### src/rtl/pipe_ctrl_pkg.sv
// rtl/pipe_ctrl_pkg.sv - shared opcodes, slot type and memory FSM state for the pipeline controller
package pipe_ctrl_pkg;

  localparam logic [5:0] RTYPE = 6'b101010;
  localparam logic [5:0] VLD   = 6'b100000;
  localparam logic [5:0] VSD   = 6'b100001;
  localparam logic [5:0] VBEZ  = 6'b100010;
  localparam logic [5:0] VBNEZ = 6'b100011;
  localparam logic [5:0] VNOP  = 6'b111100;

  typedef struct packed {
    logic       valid;
    logic       wr;
    logic [4:0] rd;
    logic       mem;
    logic       we;
  } slot_t;

  typedef enum logic {
    ST_IDLE = 1'b0,
    ST_REQ  = 1'b1
  } mem_state_t;

endpackage

### src/rtl/hazard_cmp.sv
// rtl/hazard_cmp.sv - compares the ID source registers against one in-flight writer slot
module hazard_cmp
  import pipe_ctrl_pkg::*;
(
  input  slot_t      slot,
  input  logic [4:0] src_a,
  input  logic [4:0] src_b,
  input  logic [4:0] src_d,
  input  logic       use_a,
  input  logic       use_b,
  input  logic       use_d,
  output logic       hit
);

  logic match_a;
  logic match_b;
  logic match_d;

  always_comb begin
    match_a = use_a && (src_a == slot.rd);
    match_b = use_b && (src_b == slot.rd);
    match_d = use_d && (src_d == slot.rd);
    hit     = slot.valid && slot.wr && (match_a || match_b || match_d);
  end

endmodule

### src/rtl/pipe_hazard_ctrl.sv
// rtl/pipe_hazard_ctrl.sv - RAW stall, ID branch resolve and data-memory handshake sequencing
module pipe_hazard_ctrl
  import pipe_ctrl_pkg::*;
#(
  parameter int unsigned TIMEOUT = 255
) (
  input  logic       clk,
  input  logic       rst_n,
  input  logic       id_valid,
  input  logic [4:0] id_rD,
  input  logic [4:0] id_rA,
  input  logic [4:0] id_rB,
  input  logic       id_wrEn,
  input  logic       id_R_type,
  input  logic       id_memEn,
  input  logic       id_memwrEn,
  input  logic       id_bez,
  input  logic       id_bnez,
  input  logic       id_rD_zero,
  input  logic       dmem_ack,
  output logic       dmem_req,
  output logic       dmem_we,
  output logic       stall_if,
  output logic       stall_all,
  output logic       bubble_ex,
  output logic       flush_if,
  output logic       br_taken,
  output logic       mem_err
);

  slot_t      ex_slot, mem_slot, ex_nxt, mem_nxt;
  mem_state_t state, state_nxt;
  logic [7:0] cnt, cnt_nxt;
  logic       err_set;

  logic is_store, is_load, is_branch, writer;
  logic use_a, use_b, use_d;
  logic hit_ex, hit_mem, hazard;
  logic in_req, timed_out, mem_done, mem_stall;

  always_comb begin
    is_store  = id_memEn & id_memwrEn;
    is_load   = id_memEn & ~id_memwrEn;
    is_branch = id_bez | id_bnez;
    writer    = id_wrEn | is_load;
    use_a     = id_R_type;
    use_b     = id_R_type;
    use_d     = is_store | is_branch;
  end

  hazard_cmp u_cmp_ex (
    .slot  (ex_slot),
    .src_a (id_rA),
    .src_b (id_rB),
    .src_d (id_rD),
    .use_a (use_a),
    .use_b (use_b),
    .use_d (use_d),
    .hit   (hit_ex)
  );

  hazard_cmp u_cmp_mem (
    .slot  (mem_slot),
    .src_a (id_rA),
    .src_b (id_rB),
    .src_d (id_rD),
    .use_a (use_a),
    .use_b (use_b),
    .use_d (use_d),
    .hit   (hit_mem)
  );

  // WB is never checked: the register file writes through to ID in the same cycle.
  always_comb begin
    hazard    = id_valid & (hit_ex | hit_mem);
    in_req    = (state == ST_REQ);
    timed_out = in_req & (cnt == 8'(TIMEOUT - 1));
    mem_done  = in_req & (dmem_ack | timed_out);
    mem_stall = in_req & ~mem_done;
  end

  always_ff @(posedge clk or negedge rst_n) begin
    if (!rst_n) begin
      ex_slot  <= '0;
      mem_slot <= '0;
      state    <= ST_IDLE;
      cnt      <= '0;
      mem_err  <= 1'b0;
    end else begin
      ex_slot  <= ex_nxt;
      mem_slot <= mem_nxt;
      state    <= state_nxt;
      cnt      <= cnt_nxt;
      mem_err  <= mem_err | err_set;
    end
  end

  always_comb begin
    ex_nxt    = ex_slot;
    mem_nxt   = mem_slot;
    state_nxt = state;
    cnt_nxt   = cnt;
    err_set   = 1'b0;
    dmem_req  = in_req;
    dmem_we   = in_req & mem_slot.we;
    stall_if  = 1'b0;
    stall_all = 1'b0;
    bubble_ex = 1'b0;
    flush_if  = 1'b0;
    br_taken  = 1'b0;

    if (mem_stall) begin
      stall_if  = 1'b1;
      stall_all = 1'b1;
      cnt_nxt   = cnt + 8'd1;
    end else begin
      cnt_nxt = '0;
      err_set = timed_out & ~dmem_ack;
      mem_nxt = ex_slot;
      if (hazard) begin
        stall_if  = 1'b1;
        bubble_ex = 1'b1;
        ex_nxt    = '0;
      end else begin
        br_taken     = id_valid & (id_bez ? id_rD_zero : (id_bnez & ~id_rD_zero));
        flush_if     = br_taken;
        // Branches occupy EX as non-writers so they never raise a hazard downstream.
        ex_nxt.valid = id_valid;
        ex_nxt.wr    = writer & ~is_branch;
        ex_nxt.rd    = id_rD;
        ex_nxt.mem   = id_memEn & ~is_branch;
        ex_nxt.we    = is_store & ~is_branch;
      end
      state_nxt = (mem_nxt.valid & mem_nxt.mem) ? ST_REQ : ST_IDLE;
    end
  end

endmodule

### config.mk
export PLATFORM = sky130hd
export DESIGN_NAME = pipe_hazard_ctrl
export DESIGN_NICKNAME = d
export VERILOG_FILES = /design/src/rtl/pipe_ctrl_pkg.sv /design/src/rtl/hazard_cmp.sv /design/src/rtl/pipe_hazard_ctrl.sv
export SDC_FILE = /design/constraint.sdc
export NUM_CORES = 1
export LEC_CHECK = 0
export ABC_AREA = 1
export CAP_MARGIN = 40
export CORE_ASPECT_RATIO = 0.6
export CORE_MARGIN = 10
export CORE_UTILIZATION = 45
export CTS_CLUSTER_SIZE = 10
export DETAILED_ROUTE_END_ITERATION = 8
export PLACE_DENSITY = 0.69
export SYNTH_ARGS = -nofsm -noshare
export SYNTH_HDL_FRONTEND = slang
export SYNTH_HIERARCHICAL = 1
export SYNTH_SLANG_ARGS = --single-unit
### constraint.sdc
create_clock -name clk -period 2.1 [get_ports clk]
set_clock_uncertainty 0.05 [all_clocks]
set_input_delay 0.42 -clock clk [delete_from_list [all_inputs] [get_ports clk]]
set_output_delay 0.42 -clock clk [all_outputs]
set_load 0.005 [all_outputs]
Word level (Yosys, flattened, before mapping)
Cells that the tools add are included.
{"block": "classes", "n_addsub": 1, "multipliers": 0, "n_div": 0, "order_cmp": 0, "n_eq_ne": 7, "n_shift": 0, "mux": 11, "n_bitwise": 25, "n_reduce_logical": 14}
{"operator": "5-bit equality test", "n": 6}
{"operator": "1-bit AND", "n": 14}
{"operator": "1-bit logical AND", "n": 10}
{"operator": "1-bit two-way mux", "n": 9}
{"operator": "9-bit two-way mux", "n": 1}
{"operator": "8-bit by 1-bit adder with 8-bit output, second input constant", "n": 1}
{"operator": "8-bit equality test, second input constant", "n": 1}
{"operator": "8-bit two-way mux", "n": 1}
{"operator": "1-bit bitwise OR", "n": 6}
{"operator": "1-bit NOT", "n": 5}
{"operator": "1-bit logical OR", "n": 4}
{"block": "word_totals", "regBits": 27, "latch_bits": 0, "ram_bits": 0, "rom_bits": 0, "in_bits": 26, "output_inout_bits": 8, "elab_cells": 70, "memories": 0}

Longest topological paths before layout
{"block": "depth", "word_depth": 9, "mapped_depth": 14}

By module
Netlist, hierarchy kept.
{"module": "pipe_hazard_ctrl", "instances": 1, "cells_per_inst": 178, "area_each_um2": 1423.9, "seq_area_each_um2": 700.7}
{"module": "hazard_cmp", "instances": 2, "cells_per_inst": 78, "area_each_um2": 299.0, "seq_area_each_um2": 0.0}

Worst setup path after synthesis
Ideal clock, no wire load.
{"block": "synth_timing", "path_kind": "input port to output port", "start": "input port id_bez", "end": "output port flush_if", "arrival_time_ns": 1.616, "required_time_ns": 1.630, "setup_slack_ns": 0.014, "path_stages": 14, "n_path_buf": 1, "cell_sequence": "nor2_1 -> nand2_1 -> nand2_1 -> nor2_1 -> nand3_1 -> nand3_1 -> nand2_1 -> inv_1 -> nor2_1 -> nor2_2 -> inv_1 -> nand3_1 -> nor2_1 -> buf_4"}
{"block": "synth_between", "elab_chain_len": 9, "elab_cells_between_ends": 14}
{"element": "start, declared", "line_no": "pipe_hazard_ctrl.sv:17", "text": "input logic id_bez,"}
{"element": "1-bit bitwise OR", "line_no": "pipe_hazard_ctrl.sv:44", "text": "is_branch = id_bez | id_bnez;"}
{"element": "1-bit bitwise OR", "line_no": "pipe_hazard_ctrl.sv:48", "text": "use_d = is_store | is_branch;"}
{"element": "net use_d", "line_no": "pipe_hazard_ctrl.sv:37", "text": "logic use_a, use_b, use_d;"}
{"element": "1-bit logical AND", "line_no": "hazard_cmp.sv:22", "text": "match_d = use_d && (src_d == slot.rd);"}
{"element": "1-bit logical OR", "line_no": "hazard_cmp.sv:23", "text": "hit = slot.valid && slot.wr && (match_a || match_b || match_d);"}
{"element": "1-bit logical AND", "line_no": "hazard_cmp.sv:23"}
{"element": "net hit_mem", "line_no": "pipe_hazard_ctrl.sv:38", "text": "logic hit_ex, hit_mem, hazard;"}
{"element": "1-bit bitwise OR", "line_no": "pipe_hazard_ctrl.sv:75", "text": "hazard = id_valid & (hit_ex | hit_mem);"}
{"element": "1-bit AND", "line_no": "pipe_hazard_ctrl.sv:75"}
{"element": "1-bit two-way mux (2 in series)"}
{"element": "end, declared", "line_no": "pipe_hazard_ctrl.sv:26", "text": "output logic flush_if,"}
The timed path passes the listed nets, and every way through them passes these cells.

Worst setup path in the final report
{"block": "layout_timing", "start": "register mem_slot[4] (netlist name)", "end": "output port flush_if"}
{"block": "layout_between", "elab_chain_len": 9, "elab_cells_between_ends": 13}
{"element": "start, declared", "line_no": "pipe_hazard_ctrl.sv:31", "text": "slot_t ex_slot, mem_slot, ex_nxt, mem_nxt;"}
{"element": "start signal, assigned", "line_no": "pipe_hazard_ctrl.sv:91", "text": "mem_slot <= mem_nxt;"}
{"element": "5-bit equality test (on tied branches)", "line_no": "hazard_cmp.sv:20, hazard_cmp.sv:21"}
{"element": "1-bit logical AND (on tied branches)", "line_no": "hazard_cmp.sv:20, hazard_cmp.sv:21"}
{"element": "1-bit logical OR", "line_no": "hazard_cmp.sv:23"}
{"element": "1-bit logical OR *", "line_no": "hazard_cmp.sv:23"}
{"element": "1-bit logical AND *", "line_no": "hazard_cmp.sv:23"}
{"element": "net hit_mem", "line_no": "pipe_hazard_ctrl.sv:38"}
{"element": "1-bit bitwise OR *", "line_no": "pipe_hazard_ctrl.sv:75"}
{"element": "1-bit AND *", "line_no": "pipe_hazard_ctrl.sv:75"}
{"element": "1-bit two-way mux *", "line_no": "pipe_hazard_ctrl.sv:120", "text": "if (hazard) begin"}
{"element": "1-bit two-way mux *", "line_no": "pipe_hazard_ctrl.sv:112", "text": "if (mem_stall) begin"}
Mark *: on every way through the listed nets, which the timed path passes. The rest lies on a longest branch.

==> metrics.yaml <==
max-vdd-ir-drop_v: 0.000222
track_usage_pct: 15.1
placeableCoreArea_um2: 4190
clk-insertion-delay-late_ns: 0.28
floorplan.rows: 18
grt_start_max_net_pins: 28
drt-total-wl_mm: 5.49
synth_warnings: 6
layout.core_utilization_pct: 64.1
floorplan.initialDensity_pct: 47.4
avgViaCountPerCell: 4.61
synthesis.area_per_instance_um2: 6.01
timing.critical_path.arrival_ns: 1.80
synthesis.instances: 330
worst-endpoint-required_ns: 1.63
setup_viol: 4
cts-hold-fix-buffers: 0
timing.max_slew.rel_slack_pct: 75.8
layout-drive-gt1-share_pct: 23.0
cellPowerDensity_nw_per_um2: 468
crit_fanout: 4
die_w_um: 106
clock_tree_from_tritoncts: "built"
timing.critical_path.to_type: "output port"
area_growth_syn_to_layout_pct: 35.4
met2RoutedLength_mm: 2.22
timing_worst_setup_path_type: "reg -> out"
postSynthNetCount: 358
drc: 0
synth_area_um2: 1980
gp_congestion: 0.838
post-route-period-util_pct: 108
drt_iter0_markers: 99
grt_overflow_total: 0
diodes: 0
number_of_sinks_on_the_clock_net: 27
numPlacedInstances: 441
number_of_antenna_violations_at_the_first_check_in_global_routing: 0
hold_path_class: "reg -> reg"
via_count_of_the_first_global_routing_pass: 2049
clock_edge_transition_at_the_registers_on_the_reported_setup_and_hold_paths_ns: 0.10
die_area_um2: 7550
wirelength_met1_mm: 2.86
final.setup.worst_slack_ns: -0.169
top_level_ports: 34
final-max-slew-violation-count: 0
final_net_count: 425
htreeDepth: 1
run_status: "finished, violations left"
first_pass_grt_wire_length_mm: 9.69
clk_path_buf_depth: 2
router_iterations_before_antenna_repair: 4
cts-buffers-inserted: 3
final_period_minus_worst_setup_slack_ns: 2.27
top_layer_used: "met4"
die_y_um: 71.4
max_clock_freq_mhz: 441
grt_setup_unrepaired: "yes"
place.detailed.hpwl_mm: 3.96
drt.antenna.violating_nets: 0
dr_total_vias: 2101
failing_checks: "negative setup slack"
hold_violation_total_from_the_final_report: 0
p_total_mw: 1.26
stdcell_count: 456
place.port_buffers: 33
slew_at_the_pin_closest_to_its_max_slew_limit_ns: 0.363
max_cap_violations: 0
root_buffer: "sky130_fd_sc_hd__clkbuf_8"
routed_wire_length_per_instance_um: 12.0
met3_routed_length_um: 361
leakage_component_of_the_power_nw: 1.60
crit_path_start_kind: "flop"
## worst paths after layout
kind	endpoint	slack (ns)	depth (start not counted)	start
setup / recovery	flush_if	-0.17	14	mem_slot[4]$_DFFE_PN0N_
hold reg to reg	mem_slot[0]$_DFFE_PN0N_	0.43	2	ex_slot[0]$_DFFE_PN0N_
setup reg to reg	ex_slot[1]$_DFFE_PN0N_	0.16	15	ex_slot[6]$_DFFE_PN0N_
hold / removal	mem_slot[0]$_DFFE_PN0N_	0.43	2	ex_slot[0]$_DFFE_PN0N_
max in group asynchronous	mem_slot[6]$_DFFE_PN0N_	1.26	2	rst_n
min in group asynchronous	ex_slot[0]$_DFFE_PN0N_	0.46	2	rst_n
## state kept, by name, indices dropped and copies added, names as in the netlist
| signal | count |
|---|---|
| ex_slot | 9 |
| mem_slot | 8 |
| dmem_req | 1 |
| mem_err | 1 |
| cnt | 8 |
## repair_timing
action,in CTS,in global routing
gates resized for setup,59,19
cloned,0,0
pin swaps,21,18
setup buffers,12,1
endpoints found under the setup margin,5,13
## cell type report
| type | instances | area, um^2 |
|---|---|---|
| clock buffers | 3 | 41.3 |
| fillers | 400 | 1500 |
| flip-flops and latches | 27 | 678 |
| multi-input cells | 241 | 1120 |
| inverters | 55 | 206 |
| clock inverters | 1 | 7.51 |
| well taps | 60 | 75.1 |
| repair buffers | 69 | 554 |
## placed cells by master, fill, tap and decap left out, drive strengths merged
cell / count
nand2: 150
inv: 55
nor2: 49
buf: 40
nand3: 31
dfrtp: 27
dlygate4sd2: 21
clkdlybuf4s50: 7
clkbuf: 3
a21oi: 3
o21bai: 2
ha: 2
xor2: 1
xnor2: 1
nand3b: 1
nor3: 1
clkinvlp: 1
clkdlybuf4s15: 1
## report_power, final
group	total, mW	internal [mW]	switching [mW]	leakage (nW)
sequential	0.585	0.552	0.0331	0.344
combinational	0.357	0.156	0.201	1.23
clock	0.314	0.135	0.179	0.0217
total	1.26	0.844	0.412	1.60
## worst max-delay path, cell delays in order, from the launching register on
cell                      delay, ns
sky130_fd_sc_hd__dfrtp_1       0.43
sky130_fd_sc_hd__inv_2         0.11
sky130_fd_sc_hd__nand2_2       0.07
sky130_fd_sc_hd__nand2_2       0.06
sky130_fd_sc_hd__nor2_1        0.05
sky130_fd_sc_hd__nand3_1       0.07
sky130_fd_sc_hd__nand3_1       0.08
sky130_fd_sc_hd__nand2_1       0.08
sky130_fd_sc_hd__inv_2         0.05
sky130_fd_sc_hd__nor2_4        0.13
sky130_fd_sc_hd__nor2_4        0.05
sky130_fd_sc_hd__inv_2         0.07
sky130_fd_sc_hd__nand3_2       0.06
sky130_fd_sc_hd__nor2_2        0.09
sky130_fd_sc_hd__buf_2         0.12
## through the flow
| stage | hold slack (ns) | area (um^2) | setup slack (ns) | TNS [ns] |
|---|---|---|---|---|
| 5_1_grt | 0.452 | 2690 | -0.327 | -1.22 |
| 6_report | 0.432 | 2690 | -0.169 | -0.567 |
| 2_1_floorplan | 0.0744 | 1980 | 0.0138 | 0 |
| 3_3_place_gp | 0.401 | 2510 | -0.896 | -4.30 |
| 3_5_place_dp | 0.408 | 2510 | -0.934 | -4.72 |
| 4_1_cts | 0.432 | 2650 | -0.210 | -0.774 |
## routing by layer
metal  global-route usage, %  up-vias
met2                    21.8       64
met3                    2.95        4
met1                    22.0      927
li1                        -     1106
met4                    4.19        0
met5                       0        -
Note: power is estimated with default switching activity, not from simulation.
